File: src/rtl/c1541_sd_pkg.sv
// Shared definitions for the 1541 disk stage and its SD-card sector bridge.
package c1541_sd_pkg;

  localparam int SECTOR_BYTES = 512;
  localparam int CNT_W        = $clog2(SECTOR_BYTES) + 1;

  typedef enum logic [2:0] {
    IDLE,
    ISSUE,
    RX,
    TX_FETCH,
    TX,
    FINISH
  } state_t;

endpackage

File: src/rtl/c1541_sd_bridge_if.sv
// Card-side command and byte-stream bus between the sector bridge and the SD controller.
interface c1541_sd_bridge_if;

  logic [31:0] card_lba;
  logic        card_rd;
  logic        card_wr;
  logic        card_busy;
  logic        card_done;
  logic        card_err;
  logic        card_rx_valid;
  logic [7:0]  card_rx_data;
  logic        card_tx_valid;
  logic        card_tx_ready;
  logic [7:0]  card_tx_data;

  modport master (
    output card_lba, card_rd, card_wr, card_tx_valid, card_tx_data,
    input  card_busy, card_done, card_err, card_rx_valid, card_rx_data, card_tx_ready
  );

  modport slave (
    input  card_lba, card_rd, card_wr, card_tx_valid, card_tx_data,
    output card_busy, card_done, card_err, card_rx_valid, card_rx_data, card_tx_ready
  );

endinterface

File: src/rtl/c1541_sd_bridge.sv
// Moves one 512-byte image sector between the 1541 track buffer and the SD card,
// with bounds checking, a card-event watchdog and a sticky error flag.
module c1541_sd_bridge
  import c1541_sd_pkg::*;
#(
  parameter int RD_LAT      = 1,
  parameter int TIMEOUT_CYC = 2**22
) (
  input  logic                    clk,
  input  logic                    reset_n,
  input  logic [31:0]             img_base,
  input  logic [31:0]             img_size,
  input  logic                    mounted,
  input  logic [31:0]             sd_lba,
  input  logic                    sd_rd,
  input  logic                    sd_wr,
  output logic                    sd_ack,
  output logic [8:0]              sd_buff_addr,
  output logic [7:0]              sd_buff_dout,
  output logic                    sd_buff_wr,
  input  logic [7:0]              sd_buff_din,
  output logic                    err,
  c1541_sd_bridge_if.master       card
);

  state_t           r_state;
  logic [CNT_W-1:0] r_cnt;
  logic [31:0]      r_wdog;
  logic [1:0]       r_lat;
  logic             r_isWr;
  logic             r_reject;

  logic w_cntFull;
  logic w_lastTx;
  logic w_timeout;
  logic w_inRange;

  assign w_cntFull = (r_cnt == CNT_W'(SECTOR_BYTES));
  assign w_lastTx  = (r_cnt == CNT_W'(SECTOR_BYTES - 1));
  assign w_timeout = (r_wdog == 32'(TIMEOUT_CYC - 1));
  assign w_inRange = mounted && (sd_lba < img_size);

  always_ff @(posedge clk) begin
    if (!reset_n) begin
      r_state            <= IDLE;
      r_cnt              <= '0;
      r_wdog             <= '0;
      r_lat              <= '0;
      r_isWr             <= 1'b0;
      r_reject           <= 1'b0;
      sd_ack             <= 1'b0;
      sd_buff_addr       <= '0;
      sd_buff_dout       <= '0;
      sd_buff_wr         <= 1'b0;
      err                <= 1'b0;
      card.card_lba      <= '0;
      card.card_rd       <= 1'b0;
      card.card_wr       <= 1'b0;
      card.card_tx_valid <= 1'b0;
      card.card_tx_data  <= '0;
    end else begin
      sd_buff_wr <= 1'b0;
      case (r_state)
        IDLE: begin
          if ((sd_rd || sd_wr) && !sd_ack) begin
            sd_ack   <= 1'b1;
            err      <= !w_inRange;
            r_reject <= !w_inRange;
            r_isWr   <= !sd_rd;
            r_cnt    <= '0;
            r_wdog   <= '0;
            r_lat    <= '0;
            r_state  <= ISSUE;
            if (w_inRange) begin
              card.card_lba <= img_base + sd_lba;
              card.card_rd  <= sd_rd;
              card.card_wr  <= !sd_rd;
            end
          end
        end

        ISSUE: begin
          // A rejected request reuses the watchdog to hold sd_ack for a second cycle.
          if (r_reject) begin
            if (r_wdog == '0) begin
              r_wdog <= 32'd1;
            end else begin
              sd_ack  <= 1'b0;
              r_state <= FINISH;
            end
          end else if (card.card_done) begin
            card.card_rd <= 1'b0;
            card.card_wr <= 1'b0;
            err          <= card.card_err | !w_cntFull;
            sd_ack       <= 1'b0;
            r_state      <= FINISH;
          end else if (card.card_busy) begin
            card.card_rd <= 1'b0;
            card.card_wr <= 1'b0;
            r_wdog       <= '0;
            sd_buff_addr <= '0;
            r_lat        <= '0;
            r_state      <= r_isWr ? TX_FETCH : RX;
          end else if (w_timeout) begin
            card.card_rd <= 1'b0;
            card.card_wr <= 1'b0;
            err          <= 1'b1;
            sd_ack       <= 1'b0;
            r_state      <= FINISH;
          end else begin
            r_wdog <= r_wdog + 32'd1;
          end
        end

        RX: begin
          if (card.card_done) begin
            err     <= card.card_err | !w_cntFull;
            sd_ack  <= 1'b0;
            r_state <= FINISH;
          end else if (card.card_rx_valid) begin
            r_wdog <= '0;
            if (!w_cntFull) begin
              sd_buff_dout <= card.card_rx_data;
              sd_buff_addr <= r_cnt[8:0];
              sd_buff_wr   <= 1'b1;
              r_cnt        <= r_cnt + CNT_W'(1);
            end
          end else if (w_timeout) begin
            err     <= 1'b1;
            sd_ack  <= 1'b0;
            r_state <= FINISH;
          end else begin
            r_wdog <= r_wdog + 32'd1;
          end
        end

        TX_FETCH: begin
          if (card.card_done) begin
            err     <= card.card_err | !w_cntFull;
            sd_ack  <= 1'b0;
            r_state <= FINISH;
          end else if (w_timeout) begin
            err     <= 1'b1;
            sd_ack  <= 1'b0;
            r_state <= FINISH;
          end else begin
            r_wdog <= r_wdog + 32'd1;
            if (r_lat == 2'(RD_LAT - 1)) begin
              card.card_tx_data  <= sd_buff_din;
              card.card_tx_valid <= 1'b1;
              r_state            <= TX;
            end else begin
              r_lat <= r_lat + 2'd1;
            end
          end
        end

        TX: begin
          // Once all 512 bytes are sent we stay here with valid low until card_done.
          if (card.card_done) begin
            card.card_tx_valid <= 1'b0;
            err                <= card.card_err | !w_cntFull;
            sd_ack             <= 1'b0;
            r_state            <= FINISH;
          end else if (card.card_tx_valid && card.card_tx_ready) begin
            r_wdog             <= '0;
            card.card_tx_valid <= 1'b0;
            r_cnt              <= r_cnt + CNT_W'(1);
            if (!w_lastTx) begin
              sd_buff_addr <= r_cnt[8:0] + 9'd1;
              r_lat        <= '0;
              r_state      <= TX_FETCH;
            end
          end else if (w_timeout) begin
            card.card_tx_valid <= 1'b0;
            err                <= 1'b1;
            sd_ack             <= 1'b0;
            r_state            <= FINISH;
          end else begin
            r_wdog <= r_wdog + 32'd1;
          end
        end

        FINISH: r_state <= IDLE;

        default: r_state <= IDLE;
      endcase
    end
  end

endmodule

File: src/flat_wrapper.sv
// flat-port wrapper written by rule: the top's interface ports become plain ports
module c1541_sd_bridge_flat import c1541_sd_pkg::*;
#(
  parameter int RD_LAT      = 1,
  parameter int TIMEOUT_CYC = 2**22
)
  (clk, reset_n, img_base, img_size, mounted, sd_lba, sd_rd, sd_wr, sd_ack, sd_buff_addr, sd_buff_dout, sd_buff_wr, sd_buff_din, err, card_card_lba, card_card_rd, card_card_wr, card_card_tx_valid, card_card_tx_data, card_card_busy, card_card_done, card_card_err, card_card_rx_valid, card_card_rx_data, card_card_tx_ready);
  c1541_sd_bridge_if card_i ();
  input  logic clk;
  input  logic reset_n;
  input  logic [31:0] img_base;
  input  logic [31:0] img_size;
  input  logic mounted;
  input  logic [31:0] sd_lba;
  input  logic sd_rd;
  input  logic sd_wr;
  output logic sd_ack;
  output logic [8:0] sd_buff_addr;
  output logic [7:0] sd_buff_dout;
  output logic sd_buff_wr;
  input  logic [7:0] sd_buff_din;
  output logic err;
  output wire logic [$bits(card_i.card_lba)-1:0] card_card_lba;
  output wire logic [$bits(card_i.card_rd)-1:0] card_card_rd;
  output wire logic [$bits(card_i.card_wr)-1:0] card_card_wr;
  output wire logic [$bits(card_i.card_tx_valid)-1:0] card_card_tx_valid;
  output wire logic [$bits(card_i.card_tx_data)-1:0] card_card_tx_data;
  input wire logic [$bits(card_i.card_busy)-1:0] card_card_busy;
  input wire logic [$bits(card_i.card_done)-1:0] card_card_done;
  input wire logic [$bits(card_i.card_err)-1:0] card_card_err;
  input wire logic [$bits(card_i.card_rx_valid)-1:0] card_card_rx_valid;
  input wire logic [$bits(card_i.card_rx_data)-1:0] card_card_rx_data;
  input wire logic [$bits(card_i.card_tx_ready)-1:0] card_card_tx_ready;
  assign card_card_lba = card_i.card_lba;
  assign card_card_rd = card_i.card_rd;
  assign card_card_wr = card_i.card_wr;
  assign card_card_tx_valid = card_i.card_tx_valid;
  assign card_card_tx_data = card_i.card_tx_data;
  assign card_i.card_busy = card_card_busy;
  assign card_i.card_done = card_card_done;
  assign card_i.card_err = card_card_err;
  assign card_i.card_rx_valid = card_card_rx_valid;
  assign card_i.card_rx_data = card_card_rx_data;
  assign card_i.card_tx_ready = card_card_tx_ready;
  c1541_sd_bridge #(.RD_LAT(RD_LAT), .TIMEOUT_CYC(TIMEOUT_CYC)) u_core (.clk(clk), .reset_n(reset_n), .img_base(img_base), .img_size(img_size), .mounted(mounted), .sd_lba(sd_lba), .sd_rd(sd_rd), .sd_wr(sd_wr), .sd_ack(sd_ack), .sd_buff_addr(sd_buff_addr), .sd_buff_dout(sd_buff_dout), .sd_buff_wr(sd_buff_wr), .sd_buff_din(sd_buff_din), .err(err), .card(card_i));
endmodule
File: config.mk
export PLATFORM = sky130hd
export DESIGN_NAME = c1541_sd_bridge_flat
export DESIGN_NICKNAME = d
export VERILOG_FILES = /design/src/rtl/c1541_sd_pkg.sv /design/src/rtl/c1541_sd_bridge_if.sv /design/src/rtl/c1541_sd_bridge.sv /design/src/flat_wrapper.sv
export SDC_FILE = /design/constraint.sdc
export NUM_CORES = 1
export LEC_CHECK = 0
export ABC_AREA = 0
export CAP_MARGIN = 10
export CORE_UTILIZATION = 30
export CTS_BUF_LIST = sky130_fd_sc_hd__clkbuf_8
export CTS_CLUSTER_DIAMETER = 200
export DETAILED_ROUTE_END_ITERATION = 12
export GPL_TIMING_DRIVEN = 0
export PLACE_DENSITY = 0.64
export SYNTH_ARGS = -nofsm -noshare
export SYNTH_HDL_FRONTEND = slang
export SYNTH_SLANG_ARGS = --single-unit
File: constraint.sdc
create_clock -name clk -period 3.6 [get_ports clk]
set_clock_uncertainty 0.05 [all_clocks]
set_input_delay 0.36 -clock clk [delete_from_list [all_inputs] [get_ports clk]]
set_output_delay 0.36 -clock clk [all_outputs]
set_load 0.01 [all_outputs]
; Word level (Yosys, flattened, before mapping)
; Index checks and enable logic that the tools add are counted.
[classes]
n_addsub = 5
n_lt_le_gt_ge = 1
n_eq_ne = 33
n_mux = 96
n_bitwise = 7
n_reduce_logical = 31
[ops]
columns = cell, count
row1 = 32-bit 2-to-1 mux, 11
row2 = 32-bit case mux with 5 select lines, 1
row3 = 9-bit 2-to-1 mux, 9
row4 = 10-bit 2-to-1 mux, 6
row5 = 3-bit 2-to-1 mux, 14
row6 = 1-bit 2-to-1 mux, 36
row7 = "32-bit by 1-bit adder with 32-bit output, second input constant", 1
row8 = 32-bit adder, 1
row9 = "32-bit by 22-bit equality test with 1-bit output, second input constant", 1
row10 = 32-bit zero test, 1
row11 = 32-bit < comparator, 1
row12 = 10-bit case mux with 3 select lines, 1
row13 = 9-bit case mux with 3 select lines, 1
row14 = "2-bit inequality test, second input constant", 11
row15 = 2-bit 2-to-1 mux, 10
row16 = "3-bit inequality test, second input constant", 5
row17 = 3-bit case mux with 5 select lines, 1
row18 = 5-bit AND reduction, 3
row19 = 7-bit AND reduction, 2
row20 = 6-bit AND reduction, 2
row21 = 11-bit AND reduction, 1
row22 = "10-bit by 1-bit adder with 10-bit output, second input constant", 1
row23 = "10-bit equality test, second input constant", 1
row24 = "10-bit by 9-bit equality test with 1-bit output, second input constant", 1
row25 = other kinds (29), 51
[totals]
reg_bits = 112
in_bits = 122
elab_cells = 189

; Longest topological paths before layout
[logic_depth]
depth_word = 6
depth_mapped = 12
mapped_depth_nobuf = 11

; Worst setup path after synthesis
; No wires, ideal clock.
[synth_path]
path_type = input -> register
startpoint = in img_base[19]
endpoint = reg u_core.card.card_lba[31]
setup_time_ns = 0.084
arrival_ns = 2.542
t_required_ns = 3.466
slack_ns = 0.923
cell_stages = 9
path_buffers = 0
path_cell_list = ha_1 > and2_2 > and4_4 > a31o_2 > a221oi_2 > o311a_1 > or4_1 > and3_1 > o31ai_2
[synth_via]
elab_chain_len = 1
[synth_lines]
columns = element, line
row1 = from (decl), flat_wrapper.sv:11  ; input logic [31:0] img_base;
row2 = 32-bit adder, c1541_sd_bridge.sv:75  ; card.card_lba <= img_base + sd_lba;
row3 = to (signal assigned), c1541_sd_bridge.sv:75
row4 = to (decl), c1541_sd_bridge_if.sv:17  ; output card_lba, card_rd, card_wr, card_tx_valid, card_tx_data,
; No other way between the ends.
; A chain may end at the register's enable or synchronous reset.

; Worst setup path after layout
[layout_path]
startpoint = in img_size[29]
endpoint = reg u_core.card.card_lba[13]
[layout_via]
elab_chain_len = 3
[layout_lines]
columns = element, line
row1 = from (decl), flat_wrapper.sv:12  ; input logic [31:0] img_size;
row2 = 32-bit < comparator, c1541_sd_bridge.sv:41  ; assign w_inRange = mounted && (sd_lba < img_size);
row3 = 1-bit logical AND, c1541_sd_bridge.sv:41
row4 = 3-bit AND reduction (no source line), n/a
; No other way between the ends.

==> results summary <==
After global routing the overflow that remains totals 0. In this run the worst hold path is classified as in -> reg. The number of enable-type register cells in the synthesized netlist is 0. The number of pins exceeding their max-slew limit in the final report was 0. The maximum number of pins on one net before global-route repair is 21. The number of filler instances in the final layout came out at 2,657. Together, buffers and inverters on the worst path number 4. The final number of setup-violating endpoints is 0. The source-to-sink clock delay at the later pin of the worst-skew pair came out at 0.39 ns. The number of failing hold endpoints at the final stage is 0. The via total after detailed routing came out at 7,938. VDD sags by at most 0.0001880 V.

In the routed layout, each cell is associated on average with a via count of 5.185. The relative slew slack came out at 50.25%. After synthesis, the mean cell area works out to 7.726 sq um.

STA classifies the critical path endpoint as a register. The slew at the pin closest to its max-slew limit came out at 0.7406 ns. Summing all flip-flop and latch instances after layout gives 2242 sq um.

The via count of the first global-routing pass is 7,482. The I/O pin count is 185. TritonCTS built the clock tree.

For this design the static power due to leakage is 3.905 nW. The die span in x came out at 162.6 um. The final critical path takes up 92.31% of the cycle. The deepest clock path buffer count came out at 2. Timing analysis after detailed placement gives a worst setup slack of -0.7070 ns. The number of antenna violations at the first check in global routing is 1.

The number of input and output port buffers inserted came out at 183. Max-cap violations in this run came to 0. The number of nets in the layout came out at 1,385. Once detail routing completed, the nets flagged for antenna violations numbered 0. Counting every instance in the synthesized netlist gives 1,001. The post-placement cell area is 9978 sq um.

The run finished with clean final reports. The first routing iteration left 418 violations. After synthesis the netlist holds a flip-flop and latch count of 112.

The initial core utilization is 30.62%. The maximum level of the CTS H-tree came out at 3. Buffers inserted to repair hold after CTS numbered 0.

Measured along the y axis, the die boundary spans 162.6 um. After detailed routing, the average wire length per cell comes to 15.17 um. The largest individual stage delay along the critical path comes from the cell clkdlybuf4s50_1. The distinct cell type count of the synthesized netlist is 76. The area of the core region came out at 25,250 sq um. Summing all multi-input logic gate instances after layout gives 5109 sq um. The data arrival time of the critical path came out at 3.54 ns. The number of nets in the synthesized netlist is 1,191. In the synthesized netlist the dominant register cell turns out to be dfxtp_1.

The required time of the critical path is 3.82 ns. The cell repeated most along the worst path is a211oi_1. The number of clock buffers added by TritonCTS is 9. The design area is 10,190 sq um. The part of the Yosys area used for sequential elements is 28.99%. Based on the critical path, the design can be clocked at up to 0.3009 GHz. The critical path in this run is classified as in -> reg. The largest delay contributor family on the critical path is buffers and inverters.

The area overhead of the layout relative to synthesis came out at 31.79%. The worst setup margin came out at 0.2770 ns. The global placer's final weighted congestion is 0.9060. The proportion of register bits with asynchronous set or reset after synthesis is 0%. Wires add up to 23.23 mm. In this run the worst path has a maximum fanout of 10.

The count of warnings emitted by yosys came out at 0. Setup repair after global routing left no endpoint under its margin. The count of unresolved DRC violations after routing came out at 0. The ratio of cells with drive above 1 in the final layout came out at 4.917%. The global-route wire length before repair is 37.44 mm. Counting I/O delays and the setup requirement, the final critical path takes 3.323 ns. The global-route usage over all layers is 17.56%. STA classifies the critical path startpoint as an input port. The power per standard cell area is 414.0 nW/um^2. The root buffer cell chosen for the clock tree is clkbuf_8.

The number of clock sinks is 112. The fraction of the core area covered by cells at the end of the flow is 40.36%. The half-perimeter wire length after placement is 18.40 mm. After floorplanning, the core was divided into 58 placement rows. The first-pass iteration count of the detailed router is 6. The combined area of all synthesized cells came out at 7734 sq um. After clock tree synthesis, the clock-pin slew on the worst setup and hold paths is 0.11 ns. The die covers 26,430 sq um. The worst stage delay on the critical path came out at 0.45 ns.

Traced cell by cell, the critical path runs through clkdlybuf4s50_1, inv_1, ha_1, a211oi_1, o21ai_0, a211oi_1, nand3_1, nor3_4, and2_1, buf_4, buf_2, mux2i_1, nor2_1.
==> report_power, final <==
group	leakage, nW	total, W	internal (W)	switching [W]
combinational	2.90	0.00203	0.000864	0.00117
clock	0.0967	0.000746	0.000268	0.000478
sequential	0.907	0.00144	0.00137	0.0000697
==> sequential cells by signal, indices dropped and copies added (netlist names) <==
name                       cells
u_core.card.card_tx_valid      1
u_core.card.card_wr            1
u_core.sd_buff_addr            9
u_core.card.card_tx_data       8
u_core.r_reject                1
u_core.sd_buff_wr              1
u_core.r_lat                   2
u_core.r_cnt                  10
u_core.sd_ack                  1
u_core.r_isWr                  1
u_core.card.card_rd            1
u_core.err                     1
u_core.r_wdog                 32
u_core.card.card_lba          32
u_core.r_state                 3
u_core.sd_buff_dout            8
==> final cells by class <==
cell class,count,share of cell area (%)
Clock inverter,7,0.6261
Sequential cell,112,22.00
Buffer,41,1.890
Inverter,57,2.099
Clock buffer,9,1.215
Tap cell,330,4.051
Timing Repair Buffer,183,17.97
Antenna cell,1,0.02455
Multi-Input combinational cell,791,50.12
==> synthesized netlist by cell type (all sizes together) (8+ instances only) <==
master    n  share of area [%]
a31oi     8               0.65
xnor2    22                2.5
o21a      8               0.78
clkbuf   30                1.6
nand2    76                3.7
a211oi   20                1.9
o31ai     8               0.84
a21oi    81                5.2
or3      26                2.1
xor2     13                1.5
a21o     18                1.8
nor3     41                2.7
and3     15                1.3
inv      57                2.8
nor4     10                1.0
and2      9               0.79
ha       67                 11
dfxtp   112                 29
nor2b    11               0.89
buf      11               0.84
nor2    114                5.5
nand3    40                2.6
mux2i    31                4.0
o21ai    74                4.8
nand4    21                1.7
==> per-layer routing <==
| metal | GRT usage (%) | wire, um | vias up |
|---|---|---|---|
| met5 | 0 | 0 | - |
| met4 | 5.140 | 303 | 0 |
| li1 | - | - | 4032 |
| met1 | 22.27 | 10610 | 3672 |
| met2 | 29.90 | 11000 | 213 |
| met3 | 3.540 | 1315 | 21 |
==> path summary, 6_finish.rpt <==
kind         slack (ns)  depth (start not counted)                                    end                                   from
min reg2reg        0.41                          2  u_core.card.card_lba[11]$_SDFFE_PN0P_  u_core.card.card_lba[11]$_SDFFE_PN0P_
min                0.29                          3  u_core.card.card_lba[30]$_SDFFE_PN0P_                                reset_n
max                0.28                         13  u_core.card.card_lba[13]$_SDFFE_PN0P_                           img_size[29]
max reg2reg        0.58                          9         u_core.r_wdog[10]$_SDFFE_PN0P_         u_core.r_state[0]$_SDFFE_PN0P_
==> placed cells by master, fill, tap and decap left out, drive strengths merged, types with 13 or more instances in the layout <==
| cell | instances |
|---|---|
| or3 | 26 |
| xnor2 | 22 |
| a21o | 18 |
| nand2 | 76 |
| a21oi | 81 |
| o21ai | 74 |
| a211oi | 20 |
| dfxtp | 112 |
| and3 | 15 |
| clkbuf | 39 |
| nand4 | 21 |
| ha | 67 |
| mux2i | 31 |
| xor2 | 13 |
| nor3 | 41 |
| inv | 61 |
| nand3 | 40 |
| clkdlybuf4s50 | 183 |
| nor2 | 114 |
==> logic make-up after synthesis <==
group	count (synthesis)	synth area share, %
simple gates	389	25.09
compound gates	268	21.60
flops	112	28.99
buf+inv	98	5.242
fa+ha+maj	68	11.10
xor+xnor	35	3.964
mux	31	4.012
==> stage by stage <==
step                power [W]  instances  TNS, ns  hold slack, ns
floorplan            0.002743       1001        0          0.3819
finish               0.004219       1531        0          0.2915
detailed placement   0.003486       1514   -17.72          0.3950
global route         0.004528       1531        0          0.3034
global placement     0.003472       1514   -17.47          0.3878
CTS                  0.004245       1530        0          0.2699
==> tightest hold or removal path, cell delays in order <==
cell and delay, ns:
clkbuf_8 0.14, nand2_1 0.07, o311ai_0 0.10
==> repair_timing <==
| action | CTS | global route |
|---|---|---|
| gates resized for setup | 3 | 3 |
| hold endpoints to repair | 0 | 0 |
| endpoints found under the setup margin | 27 | 18 |
| buffers inserted | 0 | 0 |
Note: power is estimated with default switching activity, not from simulation.
